[config.mk]
export PLATFORM = sky130hd
export DESIGN_NAME = dec_sched
export DESIGN_NICKNAME = d
export VERILOG_FILES = /design/src/rtl/dec_sched.sv
export SDC_FILE = /design/constraint.sdc
export NUM_CORES = 1
export LEC_CHECK = 0
export ABC_AREA = 1
export CORE_MARGIN = 2
export CORE_UTILIZATION = 50
export DETAILED_ROUTE_END_ITERATION = 10
export GPL_TIMING_DRIVEN = 0
export PLACE_DENSITY = 0.74
export SKIP_LAST_GASP = 1
export SYNTH_ARGS = -nofsm -noshare
export SYNTH_HDL_FRONTEND = slang
export SYNTH_SLANG_ARGS = --single-unit
[constraint.sdc]
create_clock -name clk -period 8.3 [get_ports clk]
set_input_delay 1.245 -clock clk [delete_from_list [all_inputs] [get_ports clk]]
set_output_delay 1.245 -clock clk [all_outputs]
set_load 0.01 [all_outputs]
[src/rtl/dec_sched.sv]
// dec_sched: round-robin countdown scheduler that time-shares one external
// W-bit decrementer among N_CH channels and pulses expire when a count reaches zero.
module dec_sched #(
    parameter int N_CH = 4,
    parameter int W    = 20,
    parameter int CW   = $clog2(N_CH)
) (
    input  logic            clk,
    input  logic            rst,
    input  logic            load_en,
    input  logic [CW-1:0]   load_ch,
    input  logic [W-1:0]    load_val,
    input  logic            cancel_en,
    input  logic [CW-1:0]   cancel_ch,
    output logic [W-1:0]    dec_a,
    input  logic [W-1:0]    dec_y,
    output logic            gnt_valid,
    output logic [CW-1:0]   gnt_ch,
    output logic [N_CH-1:0] armed,
    output logic [N_CH-1:0] expire,
    output logic            busy
);

    logic [W-1:0]    cnt [N_CH];
    logic [CW-1:0]   ptr;
    logic [N_CH-1:0] elig;
    logic [CW-1:0]   idx;
    logic            cancel_hit;

    // A channel being loaded this cycle sits out arbitration so load never races a writeback.
    always_comb begin
        for (int i = 0; i < N_CH; i++) begin
            elig[i] = armed[i] && !(load_en && load_ch == CW'(i));
        end
    end

    // NOTE: every signal written in always_comb gets a default first, so no latch is inferred.
    always_comb begin
        gnt_valid = 1'b0;
        gnt_ch    = '0;
        idx       = '0;
        for (int k = 0; k < N_CH; k++) begin
            idx = ptr + CW'(k);
            if (!gnt_valid && elig[idx]) begin
                gnt_valid = 1'b1;
                gnt_ch    = idx;
            end
        end
        if (rst) begin
            gnt_valid = 1'b0;
            gnt_ch    = '0;
        end
    end

    assign dec_a      = gnt_valid ? cnt[gnt_ch] : '0;
    assign busy       = |armed;
    assign cancel_hit = cancel_en && (cancel_ch == gnt_ch);

    // NOTE: state is updated with non-blocking assignments; later statements win,
    // which gives the priority load > cancel > decrement writeback.
    always_ff @(posedge clk) begin
        if (rst) begin
            // NOTE: the small count array is reset along with the flags so every
            // channel starts from a defined zero count.
            for (int i = 0; i < N_CH; i++) begin
                cnt[i] <= '0;
            end
            armed  <= '0;
            expire <= '0;
            ptr    <= '0;
        end else begin
            expire <= '0;
            if (gnt_valid) begin
                ptr <= gnt_ch + 1'b1;
                if (!cancel_hit) begin
                    cnt[gnt_ch] <= dec_y;
                    if (cnt[gnt_ch] == W'(1)) begin
                        armed[gnt_ch]  <= 1'b0;
                        expire[gnt_ch] <= 1'b1;
                    end
                end
            end
            if (cancel_en) begin
                armed[cancel_ch] <= 1'b0;
            end
            if (load_en) begin
                cnt[load_ch]    <= load_val;
                armed[load_ch]  <= (load_val != '0);
                expire[load_ch] <= (load_val == '0);
            end
        end
    end

endmodule

# Word-level counts from Yosys, hierarchy flattened
# Memory sizes are Yosys's and may differ from the RTL's.
# Index checks and enable logic that the tools add are counted.
# W data, S select, Z words.
dict set report word_totals {
  ff_bits 10
  output_inout_bits 32
  mem_bits_rw 80
  word_cells 109
  memories 1
  input_bits 48
}
# memory depth width rd rd_clocked_by_memory_dff wr line
set mem_list {}
lappend mem_list {cnt 4 20 1 0 4 24} ;# logic [W-1:0] cnt [N_CH];
dict set report classes {
  mux 54
  add_sub_neg 4
  n_lt_le_gt_ge 10
  n_reduce_logical 28
  n_eq_ne 5
  n_bitwise 4
}
# cell n
set op_table {}
lappend op_table {{$mux W20} 3}
lappend op_table {{$mux W4} 12}
lappend op_table {{$reduce_or A20 Y1} 2}
lappend op_table {{$mux W1} 23}
lappend op_table {{$lt A2 B3 Y1 const B} 7}
lappend op_table {{$eq A20 B1 Y1 const B} 1}
lappend op_table {{$logic_not A20 Y1} 1}
lappend op_table {{$reduce_bool A20 Y1} 1}
lappend op_table {{$logic_and A1 B1 Y1} 15}
lappend op_table {{$mux W2} 7}
lappend op_table {{$and A4 B4 Y4} 2}
lappend op_table {{$bmux W1 S2} 4}
lappend op_table {{$bwmux W4} 2}
lappend op_table {{$not A4 Y4} 2}
lappend op_table {{$logic_not A1 Y1} 7}
lappend op_table {{$demux W1 S2} 3}
lappend op_table {{$ge A2 B1 Y1 const B} 3}
lappend op_table {{$add A2 B1 Y2 const B} 2}
lappend op_table {{$add A2 B2 Y2 const B} 2}
lappend op_table {{$eq A2 B2 Y1 const B} 2}
lappend op_table {{$reduce_or A4 Y1} 1}
lappend op_table {{$eq A2 B1 Y1 const B} 1}
lappend op_table {{$eq A2 B2 Y1} 1}
lappend op_table {{$logic_not A2 Y1} 1}

# Depth between registers and ports, before layout
# Gate-level depths: netlist of run 1.
dict set report logic_depth {
  depth_word 32
  depth_mapped 22
  depth_no_buf 21
}

# Worst setup path before layout of run 1
# No wires, ideal clock.
dict set report synth_timing {
  path_kind {input to register}
  from {input port load_ch[0]}
  to {memory cnt[3][0] (enable)}
  setup_ns 0.425
  path_stages 16
  required_time_ns 7.875
  path_buffers 1
  arrival_ns 4.216
  slack_ns 3.659
  cell_sequence {nor2_1 -> nand2_1 -> nand3_1 -> nand2_1 -> nor2_4 -> nand4_1 -> nand2_2 -> inv_4 -> nand2_8 -> nand2_1 -> nand3_1 -> o21ai_2 -> inv_2 -> buf_2 -> nor2_1 -> o21ai_0}
}
# element line
set synth_lines {}
lappend synth_lines {{start, declared} 11} ;# input logic [CW-1:0] load_ch,
lappend synth_lines {{end, declared} 24}

# Worst setup path after layout of run 1
dict set report layout_timing {
  from {input port load_en}
  to {output port dec_a[2]}
}
dict set report layout_between {
  elab_chain_len 18
  word_cells_on_any_way 38
  classes_between {19 x mux; 18 x reduce/logical; 1 x memory}
}
# element line
set layout_lines {}
lappend layout_lines {{start, declared} 10} ;# input logic load_en,
lappend layout_lines {{$logic_and A1 B1 Y1} 33} ;# elig[i] = armed[i] && !(load_en && load_ch == CW'(i));
lappend layout_lines {{$logic_not A1 Y1} 33}
lappend layout_lines {{$logic_and A1 B1 Y1} 33}
lappend layout_lines {{$bmux W1 S2} 44} ;# if (!gnt_valid && elig[idx]) begin
lappend layout_lines {{$mux W1 (not written as such)} 44}
lappend layout_lines {{$mux W1} 44}
lappend layout_lines {{$logic_not A1 Y1} 44}
lappend layout_lines {{$logic_and A1 B1 Y1} 44}
lappend layout_lines {{[2 not listed]} --}
lappend layout_lines {{$logic_and A1 B1 Y1} 44}
lappend layout_lines {{$mux W1} 44}
lappend layout_lines {{$logic_not A1 Y1} 44}
lappend layout_lines {{$logic_and A1 B1 Y1} 44}
lappend layout_lines {{$mux W2} 44}
lappend layout_lines {{$mux W2} 49} ;# if (rst) begin
lappend layout_lines {{$mem_v2 Z4 W20} --}
lappend layout_lines {{$mux W20 *} 55} ;# assign dec_a = gnt_valid ? cnt[gnt_ch] : '0;
lappend layout_lines {{end, declared} 15} ;# output logic [W-1:0] dec_a,
# Every way passes the cells marked *; elsewhere a longest branch is shown, timed or not. The select of a mux whose other input is x is not followed.

==> impl_metrics.csv, run 1 <==
group,metric,value,unit
status,status,"completed",
global_route,use_met3,4.866,%
setup_path,arrival,4.41,ns
yosys,syn-num-nets,660,
yosys,syn_inst,608,
cells_and_area,fin_util,63.80,%
cells_and_area,fin_nets,751,
cells_and_area,syn2layout_area_growth,23.01,%
power,p_sw,762.4,µW
setup_path,startpoint,"load_en",
drt,wl,15620,µm
cts,clk_pin_slew_worst_paths,0.09,ns
power,netSwitchingFraction,42.79,%
setup_path,start_kind,"primary input",
yosys,ys_types,38,
worst_hold_path,hp-start,"ptr[1]",
floorplan,chipWidth,105.2,µm
sta,period_needed,5.654,ns
cts,ctsRootBufferMaster,"clkbuf_8",
floorplan,ios,80,
cts,cts_sinks,90,
sta,rsz0062_at_grt,"no",
power,p_int,1.019,mW
sta,clock.fmax,0.1769,GHz
yosys,synthesis.area,0.005116,mm²
setup_path,path_max_fanout,10,
setup_path,reg2reg_slack,4.30,ns
run,max-cap-violations,0,
power,irDropWorstVdd,0.1244,mV
drt,wl_per_cell,18.66,µm
place,gp_congestion,0.8966,
cts,ctsHtreeMaxLevel,3,
global_route,grt_usage,28.86,%
cells_and_area,diodes,0,
place,place_hpwl,10900,µm
floorplan,die_area,0.01106,mm²
yosys,avgSynthCellArea,8.415,µm²
cts,cts_resized,0,
global_route,grt.overflow.total,0,
cts,holdBufCountCts,0,
sta,worst_pin_slew,1.244,ns
floorplan,coreArea,0.009864,mm²
power,p_seq_share,35.2,%
place,io_buffer_count,79,
sta,maxSlewViolCount,0,
cells_and_area,fillers,819,
yosys,synth-seq-cells,90,
global_route,busiest_layer,"met2",
worst_hold_path,hold_path_class,"reg -> reg",
setup_path,crit_path_end_kind,"output port",
power,leakagePower,2.584,nW
floorplan,initial_core_util,51.86,%
cts,cts_buffers,9,
cts,cts_setup_buffers,0,
cts,clock_path_buffers,2,
drt,drt_iter0_drc,546,
sta,finClkSkew,0.01466,ns
cells_and_area,layout.cells.non_filler,837,
global_route,grt_pass1_vias,4804,
drt,vias,4987,
sta,finalCritPeriodShare,68.12,%
drt,drc,0,
power,cellPowerDensity,283.1,mW/mm²
sta,fin_tns_setup,0,ns
drt,drt-vias-per-instance,5.958,
sta,hold_viol_final,0,
power,power.share.combinational,48.1,%
power,p_total,1.782,mW
setup_path,crit_type,"in -> out",
cts,clk_latency,0.37,ns
global_route,use_met2,48.14,%
global_route,antenna_found_initial,0,
global_route,grt_use_met1,36.92,%
sta,relSlewSlack,16.86,%
yosys,synth-seq-area-share,50.87,%
global_route,grt_start_max_net_pins,21,
place,dp.cells,821,
setup_path,required,7.05,ns
floorplan,die_h,105.2,µm
cells_and_area,layout-drive-gt1-share,9.375,%
yosys,ys.warnings.count,0,
global_route,grt_pass1_wl,24420,µm
floorplan,num_rows,36,
cts,cts_tree,"done",
sta,setup_viol,0,
drt,antenna_left,0,
power,p_clk_share,16.7,%
setup_path,rr_startpoint,"ptr[0]",
drt,dr.pass1.iters,5,
## power by group through the flow
stage / registers, mW / clock network [mW] / logic (mW)
3_3_place_gp: 0.640 / 0 / 0.813
5_1_grt: 0.635 / 0.310 / 0.928
4_1_cts: 0.627 / 0.291 / 0.843
3_5_place_dp: 0.637 / 0 / 0.841
2_1_floorplan: 0.631 / 0 / 0.547
6_report: 0.627 / 0.297 / 0.857
## worst paths after layout
check                            endpoint  cells past startpoint
worst min register to register     ptr[1]                      2
worst max register to register  cnt[2][9]                     16
worst max-delay path             dec_a[2]                     15
worst min-delay path               ptr[1]                      2
## cells by family (layout without fill, tap and decap cells)
family	count (synthesis)	count (layout)	synth area share, %
adders and majority gates	4	4	0.9783
AOI/OAI and AO/OA	111	111	12.86
DFF	90	90	50.87
buffers and inverters	76	172	6.994
xor gates and xnor gates	3	3	0.6605
and+or+nand+nor	324	324	27.64
## cell usage after synthesis, drive strengths merged
cell,number,area (µm²)
a21oi,41,220.2
a31oi,1,6.260
and3,1,6.260
buf,23,156.4
clkbuf,13,48.80
dfxtp,10,200.2
edfxtp,80,2402
ha,4,50.05
inv,40,152.6
nand2,198,784.5
nand3,65,345.3
nand4,6,43.79
nor2,52,220.2
nor4,1,6.260
o211a,1,10.01
o211ai,1,7.510
o21ai,7,38.78
o22ai,60,375.4
or4,1,7.510
xnor2,1,8.760
xor2,2,25.03
## metrics by stage
stage	worst slack, ns	cell area, µm²	hold WS (ns)
after floorplan	3.659	5116	0.5206
after global placement	1.397	6073	0.5644
after CTS	2.728	6294	0.5898
after detailed placement	2.734	6105	0.5763
after global routing	2.451	6294	0.6334
final	2.646	6294	0.5875
## area by class of cell
type                            count  area (µm²)  share of cell area, %
Inverter                           40       152.6                  2.425
Clock inverter                      5       37.54                 0.5964
Sequential cell                    90        2603                  41.35
Clock buffer                       11       151.4                  2.406
Multi-Input combinational cell    442        2160                  34.31
Timing Repair Buffer               80       818.3                  13.00
Buffer                             36       205.2                  3.260
Tap cell                          133       166.4                  2.644
## worst max-delay path, cell delays in order
cell	delay, ns
clkdlybuf4s50_1	0.57
nand3_1	0.21
nand3_1	0.17
nand2_1	0.11
nand2_1	0.07
nand2_1	0.05
nand2_1	0.09
nand3_2	0.13
a21oi_4	0.35
buf_2	0.34
nand2_1	0.08
nand2_1	0.07
nand2_1	0.07
a21oi_1	0.25
clkdlybuf4s50_1	0.59
## registers in the layout (all words and copies together), names as in the netlist
register  count
armed         4
expire        4
cnt          80
ptr           2
## layer usage
layer	routed length, µm	share of wire, %
met1	5828	37
met2	7582	49
met3	1760	11
met4	445	2.8
met5	0	0
## layout by cell type (no fill, tap or decap), types with 4 or more instances in the layout
master / count
buf_6: 6
inv_1: 36
nand2_1: 189
o22ai_1: 60
nand3_2: 4
clkbuf_8: 11
ha_1: 4
edfxtp_1: 80
clkbuf_1: 13
nand2_2: 7
nor2_1: 48
nand3_1: 61
buf_2: 14
clkdlybuf4s50_1: 79
dfxtp_1: 10
nand4_1: 5
a21oi_1: 39
No activity file was read; power rests on OpenSTA's default activity.
==> inputs of run 2 (changes only) <==
- clock period: 8.3 -> 5.5 ns (I/O delays scaled with it)
==> results of run 2 <==
The final DEF is identical to that of run 1. Status: completed.
Main changes from that run: setup slack after placement 2.734 ns -> 0.5973 ns; setup slack after layout 2.646 ns -> 0.6861 ns; register-to-register setup slack 4.30 ns -> 1.50 ns; total power 1.782 mW -> 2.689 mW; worst IR drop on VDD 0.1244 mV -> 0.1878 mV
==> inputs of run 3 (changes only) <==
- CORE_MARGIN: 2 -> not set
- GPL_TIMING_DRIVEN: 0 -> not set
==> impl_metrics.csv, run 3 (synthesis gave the netlist of run 1 again) <==
group,metric,value,unit
setup_path,path_max_fanout,44,
power,p_clk_share,17.5,%
sta,setup_ws,0.6069,ns
cts,cts_sinks,90,
floorplan,chipWidth,103.2,µm
sta,maxSlewViolCount,0,
place,place_hpwl,9243,µm
place,pre_cts_ws,0.6640,ns
global_route,antenna_found_initial,0,
power,power.share.combinational,45.4,%
drt,dr.pass1.iters,4,
run,max-cap-violations,0,
sta,hold_viol_final,0,
cts,clock_path_buffers,2,
cells_and_area,largest_reg_flops,80,
setup_path,worst_path_largest_cell_delay,0.58,ns
setup_path,crit_buf_inv,3,
floorplan,coreArea,0.009864,mm²
floorplan,die_area,0.01064,mm²
cells_and_area,final_common_cell,"nand2_1",
cells_and_area,final_cell_mix,"189 x nand2_1, 80 x edfxtp_1, 79 x clkdlybuf4s50_1",
cts,cts_resized,0,
setup_path,path_cells,"clkdlybuf4s50_1, nor2_1, nand2_1, nand3_1, nand2_1, nor2_4, nand4_1, nand2_2, inv_4, nand2_8, nand2_1, nand2_1, nand2_1, a21oi_1, clkdlybuf4s50_1",
cells_and_area,syn2layout_area_growth,21.37,%
power,cellPowerDensity,415.2,mW/mm²
setup_path,crit_family,"simple AND/OR/NAND/NOR gates",
power,netSwitchingFraction,41.08,%
setup_path,cpMaxStageDelayCell,"clkdlybuf4s50_1",
cells_and_area,diodes,0,
cts,cts_tree,"done",
setup_path,crit_path_end_kind,"output port",
drt,wl,14020,µm
global_route,grt.overflow.total,0,
cts,clk_latency,0.36,ns
worst_hold_path,hold_path_class,"reg -> reg",
setup_path,crit_type,"in -> out",
drt,wl_per_cell,17.20,µm
sta,finalCritPeriodShare,88.97,%
status,status,"completed",
place,io_buffer_count,79,
floorplan,ios,80,
drt,drc,0,
sta,finClkSkew,0.009230,ns
power,irDropWorstVdd,0.1854,mV
cells_and_area,fillers,808,
drt,drt-vias-per-instance,5.740,
global_route,grt_usage,28.37,%
setup_path,required,4.68,ns
cts,cts_buffers,9,
cells_and_area,largest_registers,"cnt: 80 flops, armed: 4 flops, expire: 4 flops",
power,p_int,1.519,mW
power,p_seq_share,37.2,%
cts,ctsHtreeMaxLevel,3,
global_route,grt_pass1_vias,4678,
cts,ctsRootBufferMaster,"clkbuf_8",
cts,holdBufCountCts,0,
drt,drt_iter0_drc,335,
cells_and_area,layout-drive-gt1-share,7.918,%
drt,vias,4678,
sta,clock.fmax,0.2044,GHz
sta,setup_viol,0,
global_route,grt_pass1_wl,22160,µm
cts,clk_pin_slew_worst_paths,0.09,ns
cells_and_area,fin_nets,729,
setup_path,start_kind,"primary input",
floorplan,initial_core_util,51.86,%
sta,relSlewSlack,25.25,%
floorplan,num_rows,36,
global_route,grt_start_max_net_pins,45,
setup_path,arrival,4.07,ns
sta,worst_pin_slew,1.118,ns
drt,antenna_left,0,
setup_path,crit_path_frequent_cell,"nand2_1",
place,gp_congestion,0.8523,
power,leakagePower,2.542,nW
sta,period_needed,4.893,ns
power,p_sw,1.059,mW
sta,rsz0062_at_grt,"no",
cts,cts_setup_buffers,0,
floorplan,die_h,103.2,µm
sta,fin_tns_setup,0,ns
cells_and_area,largest-register,"cnt",
run 3: final cells by class:
type	count	area, µm²	share of cell area [%]
Clock buffer	13	148.9	2.398
Multi-Input combinational cell	442	2160	34.78
Timing Repair Buffer	94	940.9	15.15
Tap cell	133	166.4	2.680
Clock inverter	3	38.79	0.6246
Sequential cell	90	2603	41.91
Inverter	40	152.6	2.458
run 3: per-stage QoR:
step	hold WS, ns	util (%)	std cells	area, µm²	total power, mW
floorplan	0.5206	-	608	5116	1.777
global route	0.6194	62.95	815	6210	2.739
CTS	0.5986	62.95	815	6210	2.573
finish	0.5951	62.95	815	6210	2.578
detailed placement	0.5804	61.05	799	6022	2.134
global placement	0.5614	61.05	799	6022	2.108
run 3: routing by layer:
layer / GRT usage, % / up-vias / part of all wire, %
met5: 0 / - / 0
met4: 18.53 / 0 / 3.6
met3: 5.153 / 53 / 8.9
met2: 45.54 / 249 / 47
met1: 35.31 / 2132 / 40
li1: - / 2244 / -
run 3: worst reg2reg max path, delay by kind of cell (launching register included):
| family | cells | cell delay (ns) |
|---|---|---|
| DFF | 1 | 0.59 |
| buffers and inverters | 3 | 0.77 |
| and+or+nand+nor | 10 | 1.69 |
| AOI/OAI and AO/OA | 1 | 0.30 |
run 3: worst paths after layout:
path	startpoint	to	slack (ns)	cells after the start
worst max-delay path	load_ch[0]	dec_a[1]	0.61	15
worst min-delay path	armed[2]	armed[2]	0.60	2
worst max register to register	ptr[0]	cnt[1][5]	1.90	14
worst min register to register	armed[2]	armed[2]	0.60	2
run 3: power groups by stage:
stage / sequential [mW] / combinational, mW / clock [mW]
6_report: 0.958 / 1.17 / 0.450
5_1_grt: 0.974 / 1.29 / 0.477
4_1_cts: 0.959 / 1.16 / 0.452
3_5_place_dp: 0.975 / 1.16 / 0
3_3_place_gp: 0.971 / 1.14 / 0
2_1_floorplan: 0.952 / 0.825 / 0
